[config.mk]
export PLATFORM = sky130hd
export DESIGN_NAME = regfile_dump_reader
export DESIGN_NICKNAME = d
export VERILOG_FILES = /design/src/rtl/regfile_dump_reader.sv
export SDC_FILE = /design/constraint.sdc
export NUM_CORES = 1
export LEC_CHECK = 0
export BUFFER_PORTS_ARGS = -buffer_cell sky130_fd_sc_hd__buf_2
export CORE_MARGIN = 2
export CORE_UTILIZATION = 44
export CTS_CLUSTER_DIAMETER = 150
export DETAILED_ROUTE_END_ITERATION = 10
export PLACE_DENSITY = 0.67
export REMOVE_ABC_BUFFERS = 1
export SYNTH_ARGS = -nofsm -noshare
export SYNTH_HDL_FRONTEND = slang
export SYNTH_SLANG_ARGS = --single-unit
[constraint.sdc]
create_clock -name clk -period 3.4 [get_ports clk]
set_input_delay 0.68 -clock clk [delete_from_list [all_inputs] [get_ports clk]]
set_output_delay 0.68 -clock clk [all_outputs]
set_load 0.01 [all_outputs]
[src/rtl/regfile_dump_reader.sv]
// Debug read-out engine for the SEQ register file.
// On a start pulse it walks r0..r(NUM_REGS-1) through the read port, streams each
// value over a valid/ready channel, then sends one trailer beat carrying the
// wrapping 64-bit sum of all dumped values. cpu_hold stays high for the whole dump.
module regfile_dump_reader #(
    parameter int NUM_REGS = 15,
    parameter int DATA_W   = 64,
    parameter int ADDR_W   = 4
) (
    input  logic              clk,
    input  logic              rst,
    input  logic              start,
    output logic [ADDR_W-1:0] rf_addr,
    input  logic [DATA_W-1:0] rf_data,
    output logic              out_valid,
    input  logic              out_ready,
    output logic [ADDR_W-1:0] out_addr,
    output logic [DATA_W-1:0] out_data,
    output logic              out_last,
    output logic              cpu_hold,
    output logic              done
);

    localparam logic [2:0] S_IDLE  = 3'd0;
    localparam logic [2:0] S_FETCH = 3'd1;
    localparam logic [2:0] S_SEND  = 3'd2;
    localparam logic [2:0] S_TRAIL = 3'd3;
    localparam logic [2:0] S_FIN   = 3'd4;

    localparam logic [ADDR_W-1:0] LAST_IDX   = ADDR_W'(NUM_REGS - 1);
    // Trailer index is all-ones (RNONE), which no data beat can carry.
    localparam logic [ADDR_W-1:0] TRAIL_ADDR = '1;

    logic [2:0]        state_q, state_d;
    logic [ADDR_W-1:0] idx_q,   idx_d;
    logic [DATA_W-1:0] sum_q,   sum_d;
    logic              valid_q, valid_d;
    logic [ADDR_W-1:0] addr_q,  addr_d;
    logic [DATA_W-1:0] data_q,  data_d;
    logic              last_q,  last_d;
    logic              xfer;

    // A beat moves only when it is actually presented and the sink accepts it.
    assign xfer = valid_q & out_ready;

    // Next-state logic for the dump sequencer and the output beat registers.
    always_comb begin
        state_d = state_q;
        idx_d   = idx_q;
        sum_d   = sum_q;
        valid_d = valid_q;
        addr_d  = addr_q;
        data_d  = data_q;
        last_d  = last_q;
        case (state_q)
            S_IDLE: begin
                if (start) begin
                    idx_d   = '0;
                    sum_d   = '0;
                    state_d = S_FETCH;
                end
            end
            S_FETCH: begin
                // Register value is captured here; the checksum wraps silently.
                data_d  = rf_data;
                addr_d  = idx_q;
                valid_d = 1'b1;
                sum_d   = sum_q + rf_data;
                state_d = S_SEND;
            end
            S_SEND: begin
                if (xfer) begin
                    if (idx_q == LAST_IDX) begin
                        data_d  = sum_q;
                        addr_d  = TRAIL_ADDR;
                        last_d  = 1'b1;
                        state_d = S_TRAIL;
                    end else begin
                        idx_d   = idx_q + 1'b1;
                        valid_d = 1'b0;
                        state_d = S_FETCH;
                    end
                end
            end
            S_TRAIL: begin
                if (xfer) begin
                    valid_d = 1'b0;
                    last_d  = 1'b0;
                    state_d = S_FIN;
                end
            end
            S_FIN: begin
                state_d = S_IDLE;
            end
            default: begin
                state_d = S_IDLE;
                valid_d = 1'b0;
                last_d  = 1'b0;
            end
        endcase
    end

    // State and beat registers; reset abandons any dump in progress.
    always_ff @(posedge clk) begin
        if (rst) begin
            state_q <= S_IDLE;
            idx_q   <= '0;
            sum_q   <= '0;
            valid_q <= 1'b0;
            addr_q  <= '0;
            data_q  <= '0;
            last_q  <= 1'b0;
        end else begin
            state_q <= state_d;
            idx_q   <= idx_d;
            sum_q   <= sum_d;
            valid_q <= valid_d;
            addr_q  <= addr_d;
            data_q  <= data_d;
            last_q  <= last_d;
        end
    end

    // Read port is only steered to a register during its own FETCH cycle.
    assign rf_addr   = (state_q == S_FETCH) ? idx_q : '0;
    assign out_valid = valid_q;
    assign out_addr  = addr_q;
    assign out_data  = data_q;
    assign out_last  = last_q;
    assign cpu_hold  = (state_q != S_IDLE);
    assign done      = (state_q == S_FIN);

endmodule

Word level (Yosys, flattened, before mapping)

Cells that the tools add are included.

Reductions and logical operators: 13
Bitwise gates (word level): 3
$add $sub $neg: 2
Multiplexer cells: 25
Equal/unequal tests: 10

Operators by type and width:

| cell                                           | number |
|---|---|
| case mux 64 bit (2 select lines)               | 2 |
| two-way mux 64 bit                             | 3 |
| adder 64 bit                                   | 1 |
| two-way mux 4 bit                              | 6 |
| case mux 4 bit (2 select lines)                | 2 |
| case mux 3 bit (4 select lines)                | 1 |
| AND reduction 4 bit                            | 3 |
| != test 2 bit (second input constant)          | 5 |
| two-way mux 3 bit                              | 3 |
| == test 3 x 2 -> 1 bit (second input constant) | 2 |
| AND reduction 3 bit                            | 2 |
| nonzero test 2 bit                             | 3 |
| two-way mux 1 bit                              | 5 |
| adder 4 x 1 -> 4 bit (second input constant)   | 1 |
| == test 4 bit (second input constant)          | 1 |
| case mux 1 bit (4 select lines)                | 1 |
| == test 3 x 1 -> 1 bit (second input constant) | 1 |
| == test 3 bit (second input constant)          | 1 |
| zero test 3 bit                                | 1 |
| case mux 1 bit (3 select lines)                | 1 |
| nonzero test 3 bit                             | 1 |
| OR reduction 3 bit                             | 1 |
| two-way mux 2 bit                              | 1 |
| NOT 1 bit                                      | 2 |
| 3 further kinds                                | 3 |

Logic and storage cells: 60
Input port bits: 68
Bits in registers: 141

Depth between registers and ports, before layout

Depth after elaboration: 4
Gate-level depth with buffers: 14
Mapped depth without buffers: 14

Worst setup path before layout

No wires, ideal clock.

Kind: input-to-reg
Start point: in rf_data[0]
End point: reg sum_q[40]
Stages on the path: 14
Data arrival time: 3250 ps
Library setup time: 125 ps
Setup slack: 25 ps
Buffers on the path: 0
Path through: ha_1 inv_1 fa_1 and2b_2 o2111ai_2 a2111oi_4 a211oi_2 or3_4 a21oi_2 nand2_1 and2_4 o21ai_2 xnor2_1 o21ai_1

Longest elaborated chain between the ends: 2

RTL lines:

| item                             | line | text |
|---|---|---|
| from (decl)                      | 14   | `input logic [DATA_W-1:0] rf_data,` |
| adder 64 bit                     | 68   | `sum_d = sum_q + rf_data;` |
| case mux 64 bit (2 select lines) | 55   | `case (state_q)` |
| to (signal assigned)             | 116  | `sum_q <= sum_d;` |
| to (decl)                        | 36   | `logic [DATA_W-1:0] sum_q, sum_d;` |

No other way between the ends.
A chain may end at the register's enable or synchronous reset.

Worst setup path after layout

Start point: in rf_data[0]
End point: reg sum_q[56]

Same word-level chain as after synthesis.

==> impl_metrics.py <==
metrics = {
    "sta": {
        "max_freq_mhz": 307,
        "rsz0062_at_grt": "no",
        "maxSlewViolCount": 0,
        "fin_crit_sh_pct": 95.9,
        "finalClockSkew_ns": 0.0116,
        "period_minus_slack_ns": 3.26,
        "hold_viol": 0,
        "tightest_slew_ns": 0.779,
        "relSlewSlack_pct": 47.9,
        "setup_violations": 0,
        "final.setup.tns_ns": 0,
    },
    "global_route": {
        "track_usage_pct": 23.2,
        "grt_start_max_net_pins": 77,
        "grt_pass1_vias": 8536,
        "antenna_found_initial": 0,
        "grt_pass1_wl_um": 41700,
        "grt_overflow_total": 0,
    },
    "route": {
        "finalWirelength_um": 25400,
        "dr.first_iter.drc_count": 595,
        "postRouteAntennaNets": 0,
        "dr_wl_met2_um": 11700,
        "viasPerCell": 5.60,
        "firstDrtPassIters": 5,
        "drcViolationCount": 0,
        "wl_met3_um": 1330,
        "wl_per_cell_um": 15.7,
        "dr_total_vias": 9057,
        "route.top_layer_used": "met4",
        "wl_met1_um": 11900,
    },
    "pwr": {
        "ir_worst_vdd_uv": 347,
        "powerDensity_nw_per_um2": 459,
        "clkPwrFrac_pct": 37.3,
        "intPower_uw": 3480,
        "power_uw": 5050,
        "p_switching_uw": 1570,
        "combPwrFrac_pct": 25.4,
        "pwr-share-seq_pct": 37.4,
        "swShare_pct": 31.1,
        "leakage_uw": 0.00489,
    },
    "setup_path": {
        "crit_path_end_kind": "register",
        "cp.required_ns": 3.75,
        "r2r_slack_ns": 0.15,
        "cp_max_fo": 4,
        "crit_type": "in2reg",
        "critPathLaunchType": "primary input",
        "arrival_ns": 3.61,
    },
    "synthesis": {
        "synth-compound-area-share_pct": 27.2,
        "yosysTopAreaCell": "dfxtp_1",
        "synth_ff_type": "dfxtp_1",
        "synth_edf_count": 0,
        "ys_warn_count": 0,
        "postSynthAreaPerCell_um2": 7.66,
        "synth-async-reset-ratio_pct": 0,
        "synth-seq-cells": 141,
        "syn_inst": 1183,
        "synthAdderAreaFrac_pct": 9.20,
        "synth_xor_xnor_area_share_pct": 5.51,
        "synth_area_um2": 9060,
        "yosysTopAreaCellShare_pct": 31.2,
        "synth_commonest_cells": "nand2_1 (210), nor2_1 (150), dfxtp_1 (141)",
        "yosysSeqAreaShare_pct": 31.2,
        "synth-simple-area-share_pct": 22.4,
        "synthMuxAreaShare_pct": 0.331,
        "post-synth-top-count-cell": "nand2_1",
        "synth_top_family_by_area": "compound AO/OA/AOI/OAI gates",
        "synth.top_cells.by_area": "dfxtp_1 (31%), ha_1 (9.0%), nand2_1 (8.7%)",
        "yosys.cell_types.count": 73,
    },
    "status": {
        "status": "finished, final reports clean",
    },
    "floorplanning": {
        "die_h_um": 147,
        "dieArea_um2": 21800,
        "initial_core_util_pct": 44.8,
        "core_area_um2": 20200,
        "fp.dieW_um": 147,
        "design.portCount": 144,
        "rows": 52,
    },
    "cells_and_area": {
        "num_antenna_cells": 0,
        "nets": 1467,
        "fin_area_um2": 11000,
        "fin_util_pct": 54.4,
        "fillCellCount": 1959,
        "syn_to_final_growth_pct": 21.5,
        "drive_gt1_share_pct": 20.3,
    },
    "clocking": {
        "clockBufferDepth": 2,
        "cts_max_level": 4,
        "cts.sink_count": 141,
        "clk_pin_slew_ns": 0.06,
        "root_buffer": "clkbuf_16",
        "cts_tree": "done",
        "clk_latency_ns": 0.43,
        "postCtsHoldBufs": 0,
        "cts-buffers-inserted": 17,
    },
    "placed_design": {
        "place.port_buffers": 143,
        "dpl_cell_area_um2": 10300,
        "gp_congestion": 0.895,
        "dp_hpwl_um": 18200,
    },
    "run": {
        "drv_cap": 0,
    },
    "hold_path": {
        "hold_path.class": "reg2reg",
    },
}
==> through the flow <==
stage / worst slack (ns) / cells / hold WS (ns)
after global routing: 0.0153 / 1616 / 0.510
after floorplan: -0.355 / 1102 / 0.442
after detailed placement: -0.346 / 1580 / 0.478
after CTS: 0.0591 / 1612 / 0.486
after global placement: -0.307 / 1580 / 0.467
final: 0.140 / 1616 / 0.482
==> logic make-up after synthesis <==
| family | Yosys count |
|---|---|
| AND/OR/NAND/NOR | 469 |
| AO/OA/AOI/OAI | 350 |
| flip-flops | 141 |
| buffers and inverters | 97 |
| adder cells (fa/ha/maj) | 66 |
| XOR/XNOR | 57 |
| multiplexers | 3 |
==> worst max-delay path: stages <==
cell and delay, ns:
buf_2 0.12, ha_4 0.13, inv_1 0.05, fa_2 0.33
and2b_2 0.25, o2111ai_4 0.13, a2111oi_4 0.43, a211oi_2 0.18
or3_4 0.43, a21oi_4 0.22, a21oi_2 0.10, o21ai_1 0.15
o22ai_1 0.10, xor2_1 0.16, o21ai_1 0.14
==> power by group through the flow <==
stage | combinational [µW] | clock (µW) | sequential [µW]
floorplan | 781 | 0 | 1940
global placement | 1250 | 0 | 1920
detailed placement | 1260 | 0 | 1920
CTS | 1270 | 1900 | 1880
global route | 1430 | 1970 | 1900
finish | 1280 | 1880 | 1890
==> placed cells by master (no fill, tap or decap), types with 5 or more instances in the layout <==
cell	synthesis	routed
and2_1	7	5
clkbuf_16	0	17
a21o_1	31	31
dfxtp_1	141	140
a211oi_1	14	14
xnor2_1	29	29
o21ai_2	3	5
a21oi_1	68	68
o21bai_1	10	10
ha_1	65	64
and3_1	10	10
nor2_1	150	149
nand2b_1	8	8
xor2_1	28	28
o21a_1	8	8
clkbuf_1	70	5
a31oi_1	7	7
o21ai_1	14	12
a22oi_1	29	29
nor2b_1	13	13
nand4_1	20	20
inv_1	16	16
or3_1	5	5
nand3_1	16	16
nor3_1	10	10
o21ai_0	54	54
buf_2	5	142
nand2_1	210	209
buf_4	0	67
a311oi_1	63	63
==> flip-flops by register name (all words and copies together), names as in the netlist <==
| signal | cells |
|---|---|
| idx_q | 4 |
| out_valid | 1 |
| out_addr | 4 |
| state_q | 3 |
| out_last | 1 |
| sum_q | 64 |
| out_data | 64 |
==> area by class of cell <==
cell class	count	area [µm²]	area share, %
flip-flops and latches	141	2820	25.7
well taps	270	338	3.07
inverters	16	60.1	0.546
multi-input cells	945	5930	53.9
clock inverters	6	82.6	0.750
repair buffers	212	1270	11.6
clock buffers	26	499	4.54
==> repair_timing <==
item	in CTS	in global routing
gates resized for setup	0	10
buffers inserted	0	4
setup endpoints to repair	0	13
==> layer usage <==
layer | up-vias | track usage [%]
li1 | 4567 | -
met1 | 4211 | 31.5
met2 | 251 | 38.3
met3 | 28 | 3.40
met4 | 0 | 6.88
met5 | - | 0
==> worst paths after layout <==
check	from	to	cells past startpoint
max	rf_data[0]	sum_q[56]	15
min	sum_q[59]	sum_q[59]	2
max reg2reg	sum_q[0]	sum_q[56]	14
min reg2reg	sum_q[59]	sum_q[59]	2
No activity file was read; power rests on OpenSTA's default activity.
